`config.mk`:
```
export PLATFORM = sky130hd
export DESIGN_NAME = alu_accum_scan
export DESIGN_NICKNAME = d
export VERILOG_FILES = /design/src/rtl/alu_accum_scan_pkg.sv /design/src/rtl/alu_accum_scan_seg_scan.sv /design/src/rtl/alu_accum_scan.sv
export SDC_FILE = /design/constraint.sdc
export NUM_CORES = 1
export LEC_CHECK = 0
export CAP_MARGIN = 5
export CORE_ASPECT_RATIO = 1.4
export CORE_MARGIN = 5
export CORE_UTILIZATION = 55
export DETAILED_ROUTE_END_ITERATION = 10
export GPL_ROUTABILITY_DRIVEN = 0
export GPL_TIMING_DRIVEN = 1
export PLACE_DENSITY = 0.81
export RECOVER_POWER = 100
export REMOVE_ABC_BUFFERS = 1
export SYNTH_ARGS = -nofsm -noshare
export SYNTH_HDL_FRONTEND = slang
export SYNTH_SLANG_ARGS = --single-unit
export TNS_END_PERCENT = 1
```
`constraint.sdc`:
```
create_clock -name Clock -period 2.6 [get_ports Clock]
set_input_delay 0.52 -clock Clock [delete_from_list [all_inputs] [get_ports Clock]]
set_output_delay 0.52 -clock Clock [all_outputs]
set_load 0.01 [all_outputs]
```
`src/rtl/alu_accum_scan_pkg.sv`:
```
// Shared definitions for the accumulate-and-display ALU:
// operation codes and the hex 7-segment pattern table.
package alu_accum_scan_pkg;

    typedef enum logic [1:0] {
        OP_ADD   = 2'b00,
        OP_SUB   = 2'b01,
        OP_LOAD  = 2'b10,
        OP_CLEAR = 2'b11
    } op_e;

    // Active-low segments ordered {a,b,c,d,e,f,g}, indexed by hex nibble.
    localparam logic [6:0] SEG_LUT [16] = '{
        7'b0000001, // 0
        7'b1001111, // 1
        7'b0010010, // 2
        7'b0000110, // 3
        7'b1001100, // 4
        7'b0100100, // 5
        7'b0100000, // 6
        7'b0001111, // 7
        7'b0000000, // 8
        7'b0000100, // 9
        7'b0001000, // A
        7'b1100000, // b
        7'b0110001, // C
        7'b1000010, // d
        7'b0110000, // E
        7'b0111000  // F
    };

endpackage

```
`src/rtl/alu_accum_scan_seg_scan.sv`:
```
// Time-multiplexed hex display driver: a prescaler holds each digit for
// SCAN_DIV cycles, then the digit index advances and wraps.
module seg_scan
    import alu_accum_scan_pkg::*;
#(
    parameter int DIGITS   = 3,
    parameter int SCAN_DIV = 16
) (
    input  logic                  Clock,
    input  logic                  Reset,
    input  logic [4*DIGITS-1:0]   value,
    output logic [DIGITS-1:0]     digit_en,
    output logic [6:0]            leds
);

    localparam int PW = $clog2(SCAN_DIV);
    localparam int IW = (DIGITS > 1) ? $clog2(DIGITS) : 1;

    logic [PW-1:0] pre_q, pre_d;
    logic [IW-1:0] idx_q, idx_d;
    logic [3:0]    nib;

    // Next-state for the prescaler and the digit index.
    always_comb begin
        // NOTE: every combinational output gets a default first so no path leaves it unassigned (no latch).
        pre_d = pre_q + PW'(1);
        idx_d = idx_q;
        if (pre_q == PW'(SCAN_DIV - 1)) begin
            pre_d = '0;
            idx_d = (idx_q == IW'(DIGITS - 1)) ? '0 : idx_q + IW'(1);
        end
    end

    // Scan state registers; reset restarts the scan at digit 0.
    always_ff @(posedge Clock) begin
        // NOTE: state registers use non-blocking assignments so all flops update from pre-edge values.
        if (Reset) begin
            pre_q <= '0;
            idx_q <= '0;
        end else begin
            pre_q <= pre_d;
            idx_q <= idx_d;
        end
    end

    // One-hot digit select plus nibble selection and segment decode.
    always_comb begin
        digit_en = '0;
        nib      = 4'h0;
        for (int i = 0; i < DIGITS; i++) begin
            if (idx_q == IW'(i)) begin
                digit_en[i] = 1'b1;
                nib         = value[4*i +: 4];
            end
        end
        leds = SEG_LUT[nib];
    end

endmodule

```
`src/rtl/alu_accum_scan.sv`:
```
// Two-stage accumulator ALU: stage 1 registers the operand and op,
// stage 2 executes it into Q with carry/borrow and overflow flags.
// {carryout, Q} is shown on a scanned hex display.
module alu_accum_scan
    import alu_accum_scan_pkg::*;
#(
    parameter int WIDTH    = 8,
    parameter int DIGITS   = (WIDTH + 4) / 4,
    parameter int SCAN_DIV = 16
) (
    input  logic               Clock,
    input  logic               Reset,
    input  logic [WIDTH-1:0]   X,
    input  logic               carryin,
    input  logic [1:0]         Op,
    input  logic               Enable,
    output logic [WIDTH-1:0]   Q,
    output logic               carryout,
    output logic               overflow,
    output logic               busy,
    output logic [DIGITS-1:0]  digit_en,
    output logic [6:0]         leds
);

    localparam int MSB = WIDTH - 1;
    localparam int DW  = 4 * DIGITS;

    logic [WIDTH-1:0] xr_q, xr_d;
    logic             cr_q, cr_d;
    op_e              opr_q, opr_d;
    logic             valid_q, valid_d;
    logic [WIDTH-1:0] acc_q, acc_d;
    logic             carry_q, carry_d;
    logic             ovf_q, ovf_d;
    logic [WIDTH:0]   sum, diff;
    logic [DW-1:0]    disp;

    // Stage 1: capture operand, carry-in and op when enabled; otherwise hold.
    always_comb begin
        xr_d    = xr_q;
        cr_d    = cr_q;
        opr_d   = opr_q;
        valid_d = Enable;
        if (Enable) begin
            xr_d  = X;
            cr_d  = carryin;
            opr_d = op_e'(Op);
        end
    end

    // Stage 2: execute the pending op against the current accumulator.
    always_comb begin
        sum     = {1'b0, acc_q} + {1'b0, xr_q} + {{WIDTH{1'b0}}, cr_q};
        diff    = {1'b0, acc_q} - {1'b0, xr_q} - {{WIDTH{1'b0}}, cr_q};
        acc_d   = acc_q;
        carry_d = carry_q;
        ovf_d   = ovf_q;
        if (valid_q) begin
            case (opr_q)
                OP_ADD: begin
                    acc_d   = sum[MSB:0];
                    carry_d = sum[WIDTH];
                    ovf_d   = (acc_q[MSB] == xr_q[MSB]) && (sum[MSB] != acc_q[MSB]);
                end
                OP_SUB: begin
                    // Bit WIDTH of the extended difference is set exactly when Q < Xr + cr.
                    acc_d   = diff[MSB:0];
                    carry_d = diff[WIDTH];
                    ovf_d   = (acc_q[MSB] != xr_q[MSB]) && (diff[MSB] != acc_q[MSB]);
                end
                OP_LOAD: begin
                    acc_d   = xr_q;
                    carry_d = 1'b0;
                    ovf_d   = 1'b0;
                end
                default: begin
                    acc_d   = '0;
                    carry_d = 1'b0;
                    ovf_d   = 1'b0;
                end
            endcase
        end
    end

    // Pipeline and accumulator registers; reset discards any pending op.
    always_ff @(posedge Clock) begin
        if (Reset) begin
            // NOTE: the operand register is reset too, so nothing stale is visible after reset.
            xr_q    <= '0;
            cr_q    <= 1'b0;
            opr_q   <= OP_ADD;
            valid_q <= 1'b0;
            acc_q   <= '0;
            carry_q <= 1'b0;
            ovf_q   <= 1'b0;
        end else begin
            xr_q    <= xr_d;
            cr_q    <= cr_d;
            opr_q   <= opr_d;
            valid_q <= valid_d;
            acc_q   <= acc_d;
            carry_q <= carry_d;
            ovf_q   <= ovf_d;
        end
    end

    assign Q        = acc_q;
    assign carryout = carry_q;
    assign overflow = ovf_q;
    assign busy     = valid_q;
    assign disp     = DW'({carry_q, acc_q});

    seg_scan #(
        .DIGITS   (DIGITS),
        .SCAN_DIV (SCAN_DIV)
    ) u_seg_scan (
        .Clock    (Clock),
        .Reset    (Reset),
        .value    (disp),
        .digit_en (digit_en),
        .leds     (leds)
    );

endmodule

```
After elaboration in Yosys (flattened, before gate mapping)
Memories as Yosys holds them, arrays and structs flattened.
Index checks and enable logic that the tools add are counted.
- register bits after elaboration: 28
- ROM bits: 112
- input port bits: 14
- output and inout port bits: 21
- memories kept: 1
- add/subtract/negate cells: 6
- $lt $le $gt $ge: 1
- equal/unequal tests: 9
- multiplexer cells: 12
- bitwise gates (word level): 1
- reduce and logical (&&, ||, !) cells: 5
- memory list (memory ; words ; width ; rd ports ; clocked after Yosys merged registers in ; write ports ; RTL line ; text):
    (no name shown) ; 16 ; 7 ; 1 ; 0 ; 0 ; alu_accum_scan_seg_scan.sv:56 ; leds = SEG_LUT[nib];
- operators with widths (operator ; number):
    $pmux 8 s3 ; 1
    $mux 7 ; 2
    $mux 4 ; 3
    $add 8x8->9 ; 1
    $add 9x1->9 ; 1
    $sub 8x8->9 ; 1
    $sub 9x1->9 ; 1
    $ge 5x5->1 const B ; 1
    $not 4->5 ; 1
    $add 4x1->4 const B ; 1
    $eq 2x1->1 const B ; 2
    $eq 2x2->1 const B ; 2
    $eq 4x4->1 const B ; 1
    $logic_not 2->1 ; 2
    $pmux 1 s2 ; 2
    $mux 1 ; 3
    $ne 1x1->1 ; 3
    $add 2x1->2 const B ; 1
    $logic_and 1x1->1 ; 2
    $mux 2 ; 1
    $reduce_or 2->1 ; 1
    $eq 1x1->1 ; 1

Depth between registers and ports, before layout
- depth in word-level cells: 8
- mapped depth: 9
- gate-level depth less buffers: 9

By module
Synthesis repeated with hierarchy kept, for this count alone.
- cell total of the unflattened synthesis: 296
- area, all modules: 2568.7 µm²
- modules (own cells, without submodules) (module ; times used ; cells an instance ; area each (µm²)):
    alu_accum_scan ; 1 ; 221 ; 1849.3
    seg_scan ; 1 ; 75 ; 719.4

Worst setup path after synthesis
OpenSTA, ideal clock, no wires.
- path type: register -> register
- start: register xr_q[0]
- end: register carry_q, in the netlist carryout
- library setup time: 0.144 ns
- arrival time: 2.242 ns
- required time: 2.456 ns
- slack: 0.215 ns
- stages on the path, launching flop included: 9
- buffers on the path: 0
- clock period less this slack: 2.385 ns
- path through: dfxtp_1 -> inv_1 -> fa_1 -> fa_1 -> nand2b_1 -> a211o_1 -> a41oi_1 -> mux2i_1 -> o221ai_1
- cells in the longest elaborated chain, start to end: 3
- ends and longest elaborated chain (what ; RTL line ; text):
    start: declaration ; alu_accum_scan.sv:28 ; logic [WIDTH-1:0] xr_q, xr_d;
    start signal: assignment ; alu_accum_scan.sv:97 ; xr_q <= xr_d;
    $sub 8x8->9 or $add 8x8->9 (tied branches) ; alu_accum_scan.sv:54, alu_accum_scan.sv:53 ;
    $sub 9x1->9 or $add 9x1->9 (tied branches) ; alu_accum_scan.sv:54, alu_accum_scan.sv:53 ;
    $pmux 1 s2 (*) ; alu_accum_scan.sv:59 ; case (opr_q)
    end signal: assignment ; alu_accum_scan.sv:102 ; carry_q <= carry_d;
    end: declaration ; alu_accum_scan.sv:33 ; logic carry_q, carry_d;
Every way passes the cells marked *; elsewhere a longest branch is shown, timed or not.
A chain may end at the register's enable or synchronous reset.

Worst setup path after layout
- start: register u_seg_scan.idx_q[0]
- end: output port leds[5]
- cells in the longest elaborated chain, start to end: 8
- ends and longest elaborated chain (what ; RTL line ; text):
    start: declaration ; alu_accum_scan_seg_scan.sv:20 ; logic [IW-1:0] idx_q, idx_d;
    start signal: assignment ; alu_accum_scan_seg_scan.sv:42 ; idx_q <= idx_d;
    $logic_not 2->1 ; alu_accum_scan_seg_scan.sv:51 ; if (idx_q == IW'(i)) begin
    $mux 4 (2 in series) ; alu_accum_scan_seg_scan.sv:51 ;
    $mux 4 (*) ; alu_accum_scan_seg_scan.sv:51 ;
    $not 4->5 (implied by the code) (*) ; alu_accum_scan_seg_scan.sv:56 ;
    $mem_v2 16x7 (*) ; -- ;
    $mux 7 (implied by the code) (*) (2 in series) ; alu_accum_scan_seg_scan.sv:56 ;
    end: declaration ; alu_accum_scan.sv:22 ; output logic [6:0] leds
Every way passes the cells marked *; elsewhere a longest branch is shown, timed or not. The select of a mux whose other input is x is not followed.

==> summary.txt <==
Run status
  – Status: finished with violations
  – Violated checks: setup timing

Yosys
  – Mean post-synth cell area: approximately 8.2 um2
  – Synthesized flop and latch total: 28
  – Post-synth ARST share: 0
  – Yosys warnings: 0
  – Number of instances in the synthesized netlist: about 290
  – Area share of the leading cell type in the synthesized netlist: 0.240
  – Cell type contributing the most total cell area after synthesis: sky130_fd_sc_hd__dfxtp_1
  – Most common flop cell mapped by yosys: sky130_fd_sc_hd__dfxtp_1
  – Number of library cell types mapped by synthesis: 47
  – Post-Syn Area: about 2300 um2
  – Count of flip-flops with a built-in enable after synthesis: 0
  – Ranking of synthesized cells by area: sky130_fd_sc_hd__dfxtp_1 24%, sky130_fd_sc_hd__ha_1 15%, sky130_fd_sc_hd__mux2i_1 8.6%
  – Sequential fraction of the synthesis area: 0.240

GRT
  – GRT Util Overall: 0.227
  – Aggregate global routing overflow: 0
  – Initial antenna violation count: 0
  – Vias in the first global route: 2,280
  – First-pass GRT wire length: 10,200 um
  – Pin count of the biggest net entering global routing: 22

Route
  – Detail-routed via count per cell: a little over 6
  – Post-DR wirelength/cell: 16.3 um
  – 1st-pass router iterations: 5
  – Met3 Routed Length: around 280 um
  – Met1 Routed Length: 2300 um
  – Iteration-0 DRC Markers: between 100 and 150
  – Uppermost layer routed: met4
  – Routed Antenna Nets: 0
  – Met2 routed WL: 3100 um
  – Detailed Route WL: ~6000 um
  – DR DRC count: 0
  – Vias after detailed routing: 2,244

Timing
  – Max-slew headroom: 0.473
  – Fin crit period: between 2 and 3 ns
  – Period Utilization, post-route: 1.00
  – Final Skew: 0.00892 ns
  – Final count of pins violating max slew: 0
  – Highest Clock Rate: 384 MHz
  – Final setup fails: 1
  – Slack of the critical path: -0.00383 ns
  – Unrepaired setup endpoints after global routing: yes
  – Actual slew at the worst max-slew pin: just under 0.8 ns
  – Post-route worst hold slack: a little under 0.5 ns
  – Count of final hold-check violations: 0

Die
  – Die H: a little under 90 um
  – Core Region: 4170 um2
  – Initial cell density of the core: 0.560
  – Total number of placement rows: 28
  – Die footprint: 5670 um2
  – I/O pin count: 35
  – Width of the die: 65.1 um

Finish
  – Util after Layout: 0.694
  – Layout cell share with drive strength beyond 1: 0.0982
  – Number of filler cells placed in the layout: 338
  – Number of diodes added for antenna fixing: 0
  – Commonest cells after routing, fill and taps aside: 34 x sky130_fd_sc_hd__nor2_1, 30 x sky130_fd_sc_hd__inv_1, 28 x sky130_fd_sc_hd__ha_1, 24 x sky130_fd_sc_hd__dfxtp_1, 18 x sky130_fd_sc_hd__mux2i_1
  – Total number of nets in the final design: 373
  – Layout-stage area growth over the synthesis result: 23.8%
  – Leading cell type in the layout, fill and taps excluded: sky130_fd_sc_hd__nor2_1

Setup path
  – Worst reg2reg path depth: 8
  – End of the worst register-to-register path: carryout
  – Critical setup path kind: reg2out
  – Required time of the critical path: approximately 2.1 ns
  – Critical Path Start Type: flip-flop
  – Crit Reg-Reg Startpoint: xr_q[0]
  – Worst setup EP type: primary output
  – Worst-path maximum fanout: 6
  – Data arrival time of the critical path: 2.08 ns
  – R2r setup slk: roughly 0.080 ns

Clocking
  – Hold buffers post-CTS: 0
  – Insertion delay of the later-clocked pin in the worst-skew pair: 0.29 ns
  – Cell at the root of the clock tree: sky130_fd_sc_hd__clkbuf_8
  – Post-CTS clock slew at the launch and capture registers of the worst setup and hold paths: 0.10 ns
  – Total CTS buffers: 3
  – H-Tree Level Count: 1
  – TritonCTS sink count: 28
  – Number of buffers on the longest clock path: 2
  – Clock tree from TritonCTS: yes
  – Setup bufs post-CTS: 0

Min path
  – Hold Crit Depth: 2
  – Worst min path class: reg2reg
  – Hold EP: u_seg_scan.pre_q[3]
  – Hold_sp: u_seg_scan.pre_q[3]

Pwr
  – Worst VDD drop: 0.284 mV
  – PwrDens: 461 nW/um2
  – Total power: about 0.0013 W
  – Leakage dissipation: 1.26 nW

Placed design
  – HPWL reported at the end of detailed placement: about 4800 um
  – Number of buffer cells added on primary ports: 34

Flow run
  – Max-cap violations: 0
[metrics by stage]
step	TNS [ns]	setup slack [ns]	area, um2	std cells
floorplan	0	0.215	2290	275
global placement	0	0.0708	2780	367
detailed placement	0	0.00523	2780	367
CTS	-0.171	-0.109	2870	371
global route	-0.162	-0.0847	2890	371
finish	-0.00383	-0.00383	2890	371
[where the power goes]
part           leakage [nW]  switching (W)  internal, W  total (W)
registers             0.233      0.0000340     0.000453   0.000487
clock network        0.0357       0.000149     0.000207   0.000356
logic                 0.995       0.000258     0.000233   0.000491
[cells in the mapped netlist, types with 2 or more instances]
cell and number:
sky130_fd_sc_hd__a211o_1 2, sky130_fd_sc_hd__a211oi_1 7, sky130_fd_sc_hd__a21boi_0 2, sky130_fd_sc_hd__a21o_1 5
sky130_fd_sc_hd__a21oi_1 10, sky130_fd_sc_hd__a22o_1 2, sky130_fd_sc_hd__a22oi_1 3, sky130_fd_sc_hd__a311oi_1 3
sky130_fd_sc_hd__a31oi_1 2, sky130_fd_sc_hd__a41oi_1 2, sky130_fd_sc_hd__and3_1 5, sky130_fd_sc_hd__clkbuf_1 8
sky130_fd_sc_hd__dfxtp_1 28, sky130_fd_sc_hd__fa_1 4, sky130_fd_sc_hd__ha_1 28, sky130_fd_sc_hd__inv_1 30
sky130_fd_sc_hd__mux2i_1 20, sky130_fd_sc_hd__nand2_1 12, sky130_fd_sc_hd__nand2b_1 3, sky130_fd_sc_hd__nand3_1 6
sky130_fd_sc_hd__nor2_1 36, sky130_fd_sc_hd__nor2b_1 7, sky130_fd_sc_hd__nor3_1 6, sky130_fd_sc_hd__nor3b_1 2
sky130_fd_sc_hd__o211ai_1 3, sky130_fd_sc_hd__o21ai_0 13, sky130_fd_sc_hd__o221ai_1 2, sky130_fd_sc_hd__o311ai_0 3
sky130_fd_sc_hd__o31ai_1 3, sky130_fd_sc_hd__or2_2 3, sky130_fd_sc_hd__or3_1 3, sky130_fd_sc_hd__xnor2_1 8
[worst max path at each step]
stage / start / endpoint / slack [ns] / depth (start not counted)
3_3_place_gp: Q[0] / leds[3] / 0.07 / 8
4_1_cts: u_seg_scan.idx_q[1] / leds[6] / -0.11 / 7
6_report: u_seg_scan.idx_q[0] / leds[5] / -0.004 / 6
2_1_floorplan: xr_q[0] / carryout / 0.21 / 8
5_1_grt: u_seg_scan.idx_q[0] / leds[5] / -0.08 / 6
3_5_place_dp: xr_q[0] / carryout / 0.005 / 8
[logic make-up after synthesis]
| kind of cell | share of synthesized area |
|---|---|
| adders and majority gates | 0.184 |
| xor gates and xnor gates | 0.0300 |
| and+or+nand+nor | 0.175 |
| buffers and inverters | 0.0696 |
| muxes | 0.0857 |
| AOI/OAI and AO/OA | 0.215 |
| DFF | 0.240 |
[sequential cells by signal, summed over array words and instances, names as in the netlist]
register	flops
u_seg_scan.idx_q	2
cr_q	1
carryout	1
Q	8
opr_q	2
busy	1
xr_q	8
u_seg_scan.pre_q	4
overflow	1
[critical path, stage by stage, from the launching register on]
cell	delay (ns)
sky130_fd_sc_hd__dfxtp_4	0.40
sky130_fd_sc_hd__mux2i_2	0.25
sky130_fd_sc_hd__nor2_1	0.12
sky130_fd_sc_hd__nor3_2	0.27
sky130_fd_sc_hd__nand2_1	0.08
sky130_fd_sc_hd__o21ai_0	0.10
sky130_fd_sc_hd__clkdlybuf4s50_1	0.57
[layout make-up]
class / count / area (um2) / share of cell area
multi-input combinational: 216 / 1650 / 0.569
inverter: 31 / 116 / 0.0402
clock inverter: 1 / 30.0 / 0.0104
timing repair buffer: 47 / 433 / 0.150
tap: 45 / 56.3 / 0.0195
sequential: 28 / 571 / 0.197
clock buffer: 3 / 41.3 / 0.0143
[metal layers]
metal | GRT usage | vias up
li1 | - | 1098
met1 | 0.244 | 1038
met2 | 0.405 | 76
met3 | 0.0284 | 32
met4 | 0.164 | 0
met5 | 0 | -
[timing repair]
item	in CTS	in global routing
gates cloned	0	0
endpoints found under the setup margin	9	6
gates resized for setup	14	11
pin swaps	0	1
Note: power is estimated with default switching activity, not from simulation.
